[src/rtl/ripple_carry_adder.sv]
// Registered N-bit ripple-carry adder with carry-out and signed overflow.
// One operand set per clock, one-cycle latency, valid travels with data.
module ripple_carry_adder #(
    parameter int WIDTH = 4
) (
    input  logic             clk,
    input  logic             rst,
    input  logic             in_valid,
    input  logic [WIDTH-1:0] A,
    input  logic [WIDTH-1:0] B,
    input  logic             Cin,
    output logic [WIDTH-1:0] Sum,
    output logic             Cout,
    output logic             ovf,
    output logic             out_valid
);

    logic [WIDTH:0]   c;
    logic [WIDTH-1:0] s;
    logic             ovf_next;

    // Carry chain: each cell consumes the carry of the cell below it.
    always_comb begin
        c    = '0;
        s    = '0;
        c[0] = Cin;
        for (int i = 0; i < WIDTH; i++) begin
            s[i]   = A[i] ^ B[i] ^ c[i];
            c[i+1] = (A[i] & B[i]) | (c[i] & (A[i] ^ B[i]));
        end
    end

    assign ovf_next = c[WIDTH] ^ c[WIDTH-1];

    always_ff @(posedge clk) begin
        if (rst) begin
            Sum       <= '0;
            Cout      <= 1'b0;
            ovf       <= 1'b0;
            out_valid <= 1'b0;
        end else begin
            out_valid <= in_valid;
            if (in_valid) begin
                Sum  <= s;
                Cout <= c[WIDTH];
                ovf  <= ovf_next;
            end
        end
    end

endmodule

[config.mk]
export PLATFORM = sky130hd
export DESIGN_NAME = ripple_carry_adder
export DESIGN_NICKNAME = d
export VERILOG_FILES = /design/src/rtl/ripple_carry_adder.sv
export SDC_FILE = /design/constraint.sdc
export NUM_CORES = 1
export LEC_CHECK = 0
export CAP_MARGIN = 30
export CORE_AREA = 2 2 39 41
export DETAILED_ROUTE_END_ITERATION = 12
export DIE_AREA = 0 0 41 43
export PLACE_DENSITY = 0.63
export SYNTH_ARGS = -nofsm -noshare
export SYNTH_HDL_FRONTEND = slang
export SYNTH_SLANG_ARGS = --single-unit
export TNS_END_PERCENT = 30
[constraint.sdc]
create_clock -name clk -period 3.4 [get_ports clk]
set_input_delay 1.02 -clock clk [delete_from_list [all_inputs] [get_ports clk]]
set_output_delay 1.02 -clock clk [all_outputs]
set_load 0.02 [all_outputs]
==> impl_metrics.tcl, run 1 <==
set metrics [dict create \
    slowest_delay_ns 0.43 \
    drt-pass1-iter-count 2 \
    r2r_start "ovf$_SDFFE_PP0P_" \
    power_density_mw_per_mm2 410 \
    finalWirelength_um 631 \
    start_kind "primary input" \
    final_nets 71 \
    synthCells 33 \
    die_w_um 41 \
    yosysTopAreaCellShare_pct 39.3 \
    cts_root_buffer "clkbuf_4" \
    post-place-ws_ns 0.0413 \
    grt_pass1_wl_um 1070 \
    avgSynthCellArea_um2 10.8 \
    end_kind "flip-flop" \
    max-slew-margin-rel_pct 75.1 \
    grt_max_degree 11 \
    wl_per_cell_um 9.01 \
    hold_viol 0 \
    path_depth 9 \
    tightest_slew_ns 0.372 \
    path_class "primary input to flip-flop" \
    numCtsBuffers 3 \
    arrival_ns 3.27 \
    fp.coreArea_mm2 0.00138 \
    hp-class "flip-flop to flip-flop" \
    setup_tns_ns 0 \
    crit_required_ns 3.57 \
    max_freq_mhz 322 \
    ant_nets 0 \
    cts_tree "built" \
    yosysTopAreaCell "dfxtp_1" \
    synth.area.top_cells "dfxtp_1, fa_1, inv_1, a211oi_1, mux2i_1" \
    setup_violations 0 \
    mappedNetlistArea_um2 357 \
    crit_slowest_cell "clkdlybuf4s50_1" \
    final_common_cell "clkdlybuf4s50_1" \
    fin_ws_ns 0.299 \
    drc 0 \
    start_util_pct 25.8 \
    crit_end "Sum[3]$_SDFFE_PP0P_" \
    cts-htree-levels 1 \
    crit_buf_inv 4 \
    cp_common_cell "fa_1" \
    status "completed" \
    cts_setup_buffers 0 \
    portBuffers 18 \
    synth_nets 49 \
    ys_types 11 \
    dieArea_mm2 0.00176 \
    io_pins 19 \
    hpwl_um 512 \
    critPathLaunch "A[0]" \
    rsz0062_at_grt "no" \
    cts_sinks 7 \
    rrSetupSlack_ns 2.71 \
    clk_latency_ns 0.25 \
    ys_warn_count 0 \
    ys_seq_elements 7 \
    drv_slew 0 \
    grt_pass1_vias 268 \
    syn_to_final_growth_pct 60.4 \
    gp_congestion 0.666 \
    cts-resized-gates 0 \
    leakagePower_nw 0.252 \
    fin_skew_ns 0 \
    final_cell_mix "clkdlybuf4s50_1, dfxtp_1, inv_1" \
    drive_gt1_share_pct 7.41 \
    row_count 14 \
    critPathTopFamily "adder cells" \
    die_y_um 43 \
    diodes 0 \
    fin_crit_ns 3.10 \
    ctsHoldBuffers 0 \
    max-cap-violations 0 \
    cp_max_fo 2 \
    antenna_found_initial 0 \
    min_period_over_period_pct 91.2 \
    rr_endpoint "ovf$_SDFFE_PP0P_" \
    peakVddDrop_mv 0.159 \
    ys_seq_area_share_pct 39.3 \
    vias 288 \
    cp_cell_sequence "clkdlybuf4s50_1, fa_1, inv_1, fa_1, inv_1, fa_1, inv_1, fa_1, a211oi_1" \
    clk_pin_slew_ns 0.05 \
    r2r_cells 2 \
    grt_overflow 0 \
    cts_buffer_depth 2 \
    drt_iter0_markers 3 \
    grt_use_total_pct 9.30 \
    vias_per_cell 4.11 \
]
## through the flow
step / instance area [um^2] / utilization, % / hold slack [ns] / total power [mW] / std cells
after floorplan: 357 / - / 0.547 / 0.128 / 33
after CTS: 572 / 41.3 / 0.482 / 0.239 / 70
after detailed placement: 546 / 39.4 / 0.475 / 0.160 / 66
after global placement: 546 / 39.4 / 0.471 / 0.160 / 66
final: 572 / 41.3 / 0.478 / 0.235 / 70
after global routing: 572 / 41.3 / 0.516 / 0.249 / 70
## routing by layer
metal  up-vias  part of all wire, %  GRT usage (%)
li1        144                    -              -
met1       133                   37           10.9
met2         9                   54           12.8
met3         2                  6.3           3.14
met4         0                  2.5           8.00
met5         -                    0              0
## how the worst min path moves through the flow
stage	from	end	slack, ns	cells after the start
after floorplan	Cout$_SDFFE_PP0P_	Cout$_SDFFE_PP0P_	0.55	2
after global placement	Sum[3]$_SDFFE_PP0P_	Sum[3]$_SDFFE_PP0P_	0.47	2
after detailed placement	Sum[3]$_SDFFE_PP0P_	Sum[3]$_SDFFE_PP0P_	0.47	2
after CTS	Sum[3]$_SDFFE_PP0P_	Sum[3]$_SDFFE_PP0P_	0.48	2
after global routing	Sum[3]$_SDFFE_PP0P_	Sum[3]$_SDFFE_PP0P_	0.52	2
final	Sum[3]$_SDFFE_PP0P_	Sum[3]$_SDFFE_PP0P_	0.48	2
## logic make-up (layout without fill, tap and decap cells)
| family | Yosys count | in the layout | synth area share [%] |
|---|---|---|---|
| multiplexers | 2 | 2 | 5.61 |
| AND/OR/NAND/NOR | 7 | 7 | 11.2 |
| flip-flops | 7 | 7 | 39.3 |
| XOR/XNOR | 1 | 1 | 2.46 |
| adder cells (fa/ha/maj) | 4 | 4 | 22.5 |
| buffers and inverters | 8 | 29 | 10.5 |
| AO/OA/AOI/OAI | 4 | 4 | 8.42 |
## where the power goes
part	total (mW)	switching, mW	internal, mW	leakage [nW]
registers	0.0929	0.00324	0.0897	0.0581
logic	0.0644	0.0282	0.0362	0.179
clock network	0.0773	0.0324	0.0449	0.0150
## worst register-to-register path, stage by stage (launching register included)
cell	delay [ns]
dfxtp_1	0.30
nor3b_1	0.13
a21o_1	0.16
## Yosys cell counts
cell type / count
dfxtp_1: 7
inv_1: 7
nor2_1: 5
fa_1: 4
a211oi_1: 3
mux2i_1: 2
a21o_1: 1
buf_6: 1
nor2b_4: 1
nor3b_1: 1
xnor2_1: 1
## cell type report
cell class                 count  area [um^2]
inverter                       7         26.3
fill                         155          812
clock buffer                   4         26.3
timing repair buffer          18          180
sequential                     7          140
multi-input combinational     18          179
tap                           16         20.0
## state kept, by name (all words and copies together), names as in the netlist
register	count
Cout	1
Sum	4
ovf	1
out_valid	1
No activity file was read; power rests on OpenSTA's default activity.
==> inputs of run 2 (changes only) <==
--- a/config.mk
+++ b/config.mk
@@ -9,7 +9,7 @@
 export CORE_AREA = 2 2 39 41
 export DETAILED_ROUTE_END_ITERATION = 12
 export DIE_AREA = 0 0 41 43
-export PLACE_DENSITY = 0.63
+export PLACE_DENSITY = 0.62
 export SYNTH_ARGS = -nofsm -noshare
 export SYNTH_HDL_FRONTEND = slang
 export SYNTH_SLANG_ARGS = --single-unit
==> run 2 against run 1 <==
Clock power fell by 5.3%. Register-to-register slack barely moved. Cell area did not move. Worst hold slack got worse by 0.0066 ns.
==> impl_metrics.tcl, run 2 (synthesis results as in run 1) <==
set metrics [dict create \
    largest_register_ffs 4 \
    fin_skew_ns 0 \
    gp_congestion 0.643 \
    r2r_start "ovf$_SDFFE_PP0P_" \
    ant_nets 0 \
    rr_endpoint "ovf$_SDFFE_PP0P_" \
    final_nets 71 \
    peakVddDrop_mv 0.265 \
    end_kind "flip-flop" \
    arrival_ns 3.27 \
    fin_ws_ns 0.296 \
    ctsHoldBuffers 0 \
    max-cap-violations 0 \
    grt_pass1_vias 270 \
    fin_crit_ns 3.10 \
    clk_latency_ns 0.25 \
    path_class "primary input to flip-flop" \
    hp-class "flip-flop to flip-flop" \
    setup_violations 0 \
    power_density_mw_per_mm2 404 \
    drt_iter0_markers 2 \
    fill_cells 154 \
    cts_buffer_depth 2 \
    row_count 14 \
    dieArea_mm2 0.00176 \
    final_common_cell "clkdlybuf4s50_1" \
    grt_use_total_pct 9.62 \
    fp.coreArea_mm2 0.00138 \
    wl_per_cell_um 8.70 \
    die_w_um 41 \
    hold_viol 0 \
    cts_root_buffer "clkbuf_4" \
    leakagePower_nw 0.252 \
    crit_required_ns 3.56 \
    start_util_pct 25.8 \
    min_period_over_period_pct 91.3 \
    max_freq_mhz 322 \
    setup_tns_ns 0 \
    grt_pass1_wl_um 1060 \
    finalWirelength_um 609 \
    cts_tree "built" \
    register_area_um2 140 \
    rsz0062_at_grt "no" \
    diodes 0 \
    start_kind "primary input" \
    status "completed" \
    drt-pass1-iter-count 2 \
    io_pins 19 \
    drive_gt1_share_pct 7.41 \
    cp_common_cell "fa_1" \
    rrSetupSlack_ns 2.70 \
    multi_input_area_um2 179 \
    clk_pin_slew_ns 0.05 \
    crit_slowest_cell "clkdlybuf4s50_1" \
    antenna_found_initial 0 \
    cts-htree-levels 1 \
    final_cell_mix "clkdlybuf4s50_1, dfxtp_1, inv_1" \
    numCtsBuffers 3 \
    grt_overflow 0 \
    syn_to_final_growth_pct 60.4 \
    vias 279 \
    cts_setup_buffers 0 \
    max-slew-margin-rel_pct 75.4 \
    critPathLaunch "A[0]" \
    die_y_um 43 \
    regMostFlops "Sum" \
    vias_per_cell 3.99 \
    cts_sinks 7 \
    cp_max_fo 2 \
    hpwl_um 535 \
    tightest_slew_ns 0.367 \
    cts-resized-gates 0 \
    slowest_delay_ns 0.43 \
    crit_end "Sum[3]$_SDFFE_PP0P_" \
    grt_max_degree 11 \
    portBuffers 18 \
    post-place-ws_ns 0.0117 \
    cp_cell_sequence "clkdlybuf4s50_1, fa_1, inv_1, fa_1, inv_1, fa_1, inv_1, fa_1, a211oi_1" \
    r2r_cells 2 \
    drv_slew 0 \
    drc 0 \
]
==> run 2: cell counts in the layout (fill, tap and decap cells not counted) <==
No cell type changed its count.
==> run 2: per-layer routing <==
layer  vias to the layer above  wire (um)  GRT usage (%)
li1                        143          -              -
met1                       130        248           10.6
met2                         6        324           12.2
met3                         0         36           7.85
met4                         0          0           6.00
met5                         -          0              0
==> run 2: cell type report <==
| cell class | instances | area share [%] |
|---|---|---|
| Sequential cell | 7 | 24.5 |
| Multi-Input combinational cell | 18 | 31.3 |
| Clock buffer | 4 | 4.60 |
| Timing Repair Buffer | 18 | 31.5 |
| Tap cell | 16 | 3.50 |
| Inverter | 7 | 4.60 |
==> run 2: power breakdown <==
group | switching, mW | total [mW] | internal (mW)
Clock | 0.0286 | 0.0732 | 0.0446
Combinational | 0.0282 | 0.0645 | 0.0364
Sequential | 0.00333 | 0.0931 | 0.0898
Total | 0.0600 | 0.231 | 0.171
==> run 2: how the worst min path moves through the flow <==
stage	cells past startpoint	to	slack [ns]	startpoint
after CTS	2	Sum[3]$_SDFFE_PP0P_	0.48	Sum[3]$_SDFFE_PP0P_
after floorplan	2	Cout$_SDFFE_PP0P_	0.55	Cout$_SDFFE_PP0P_
after global routing	2	Sum[3]$_SDFFE_PP0P_	0.51	Sum[3]$_SDFFE_PP0P_
final	2	Sum[3]$_SDFFE_PP0P_	0.47	Sum[3]$_SDFFE_PP0P_
after global placement	2	Sum[3]$_SDFFE_PP0P_	0.47	Sum[3]$_SDFFE_PP0P_
after detailed placement	2	Sum[3]$_SDFFE_PP0P_	0.47	Sum[3]$_SDFFE_PP0P_
==> run 2: worst max-delay path, delay by kind of cell <==
kind | cells | cell delay, ns
AOI/OAI and AO/OA | 1 | 0.22
adders and majority gates | 4 | 1.38
buffers and inverters | 4 | 0.64
==> run 2: metrics by stage <==
step | hold slack (ns) | power, mW | instance area (um^2) | utilization (%) | std cells
4_1_cts | 0.478 | 0.238 | 572 | 41.3 | 70
6_report | 0.472 | 0.231 | 572 | 41.3 | 70
3_5_place_dp | 0.471 | 0.161 | 546 | 39.4 | 66
2_1_floorplan | 0.547 | 0.128 | 357 | - | 33
5_1_grt | 0.505 | 0.249 | 572 | 41.3 | 70
3_3_place_gp | 0.469 | 0.160 | 546 | 39.4 | 66
==> inputs of run 3 (changes only) <==
--- a/config.mk
+++ b/config.mk
@@ -10,6 +10,7 @@
 export DETAILED_ROUTE_END_ITERATION = 12
 export DIE_AREA = 0 0 41 43
 export PLACE_DENSITY = 0.62
+export SLEW_MARGIN = 20
 export SYNTH_ARGS = -nofsm -noshare
 export SYNTH_HDL_FRONTEND = slang
 export SYNTH_SLANG_ARGS = --single-unit
==> results of run 3 <==
Same layout as run 2: the final DEF is identical, and so are final timing and power.
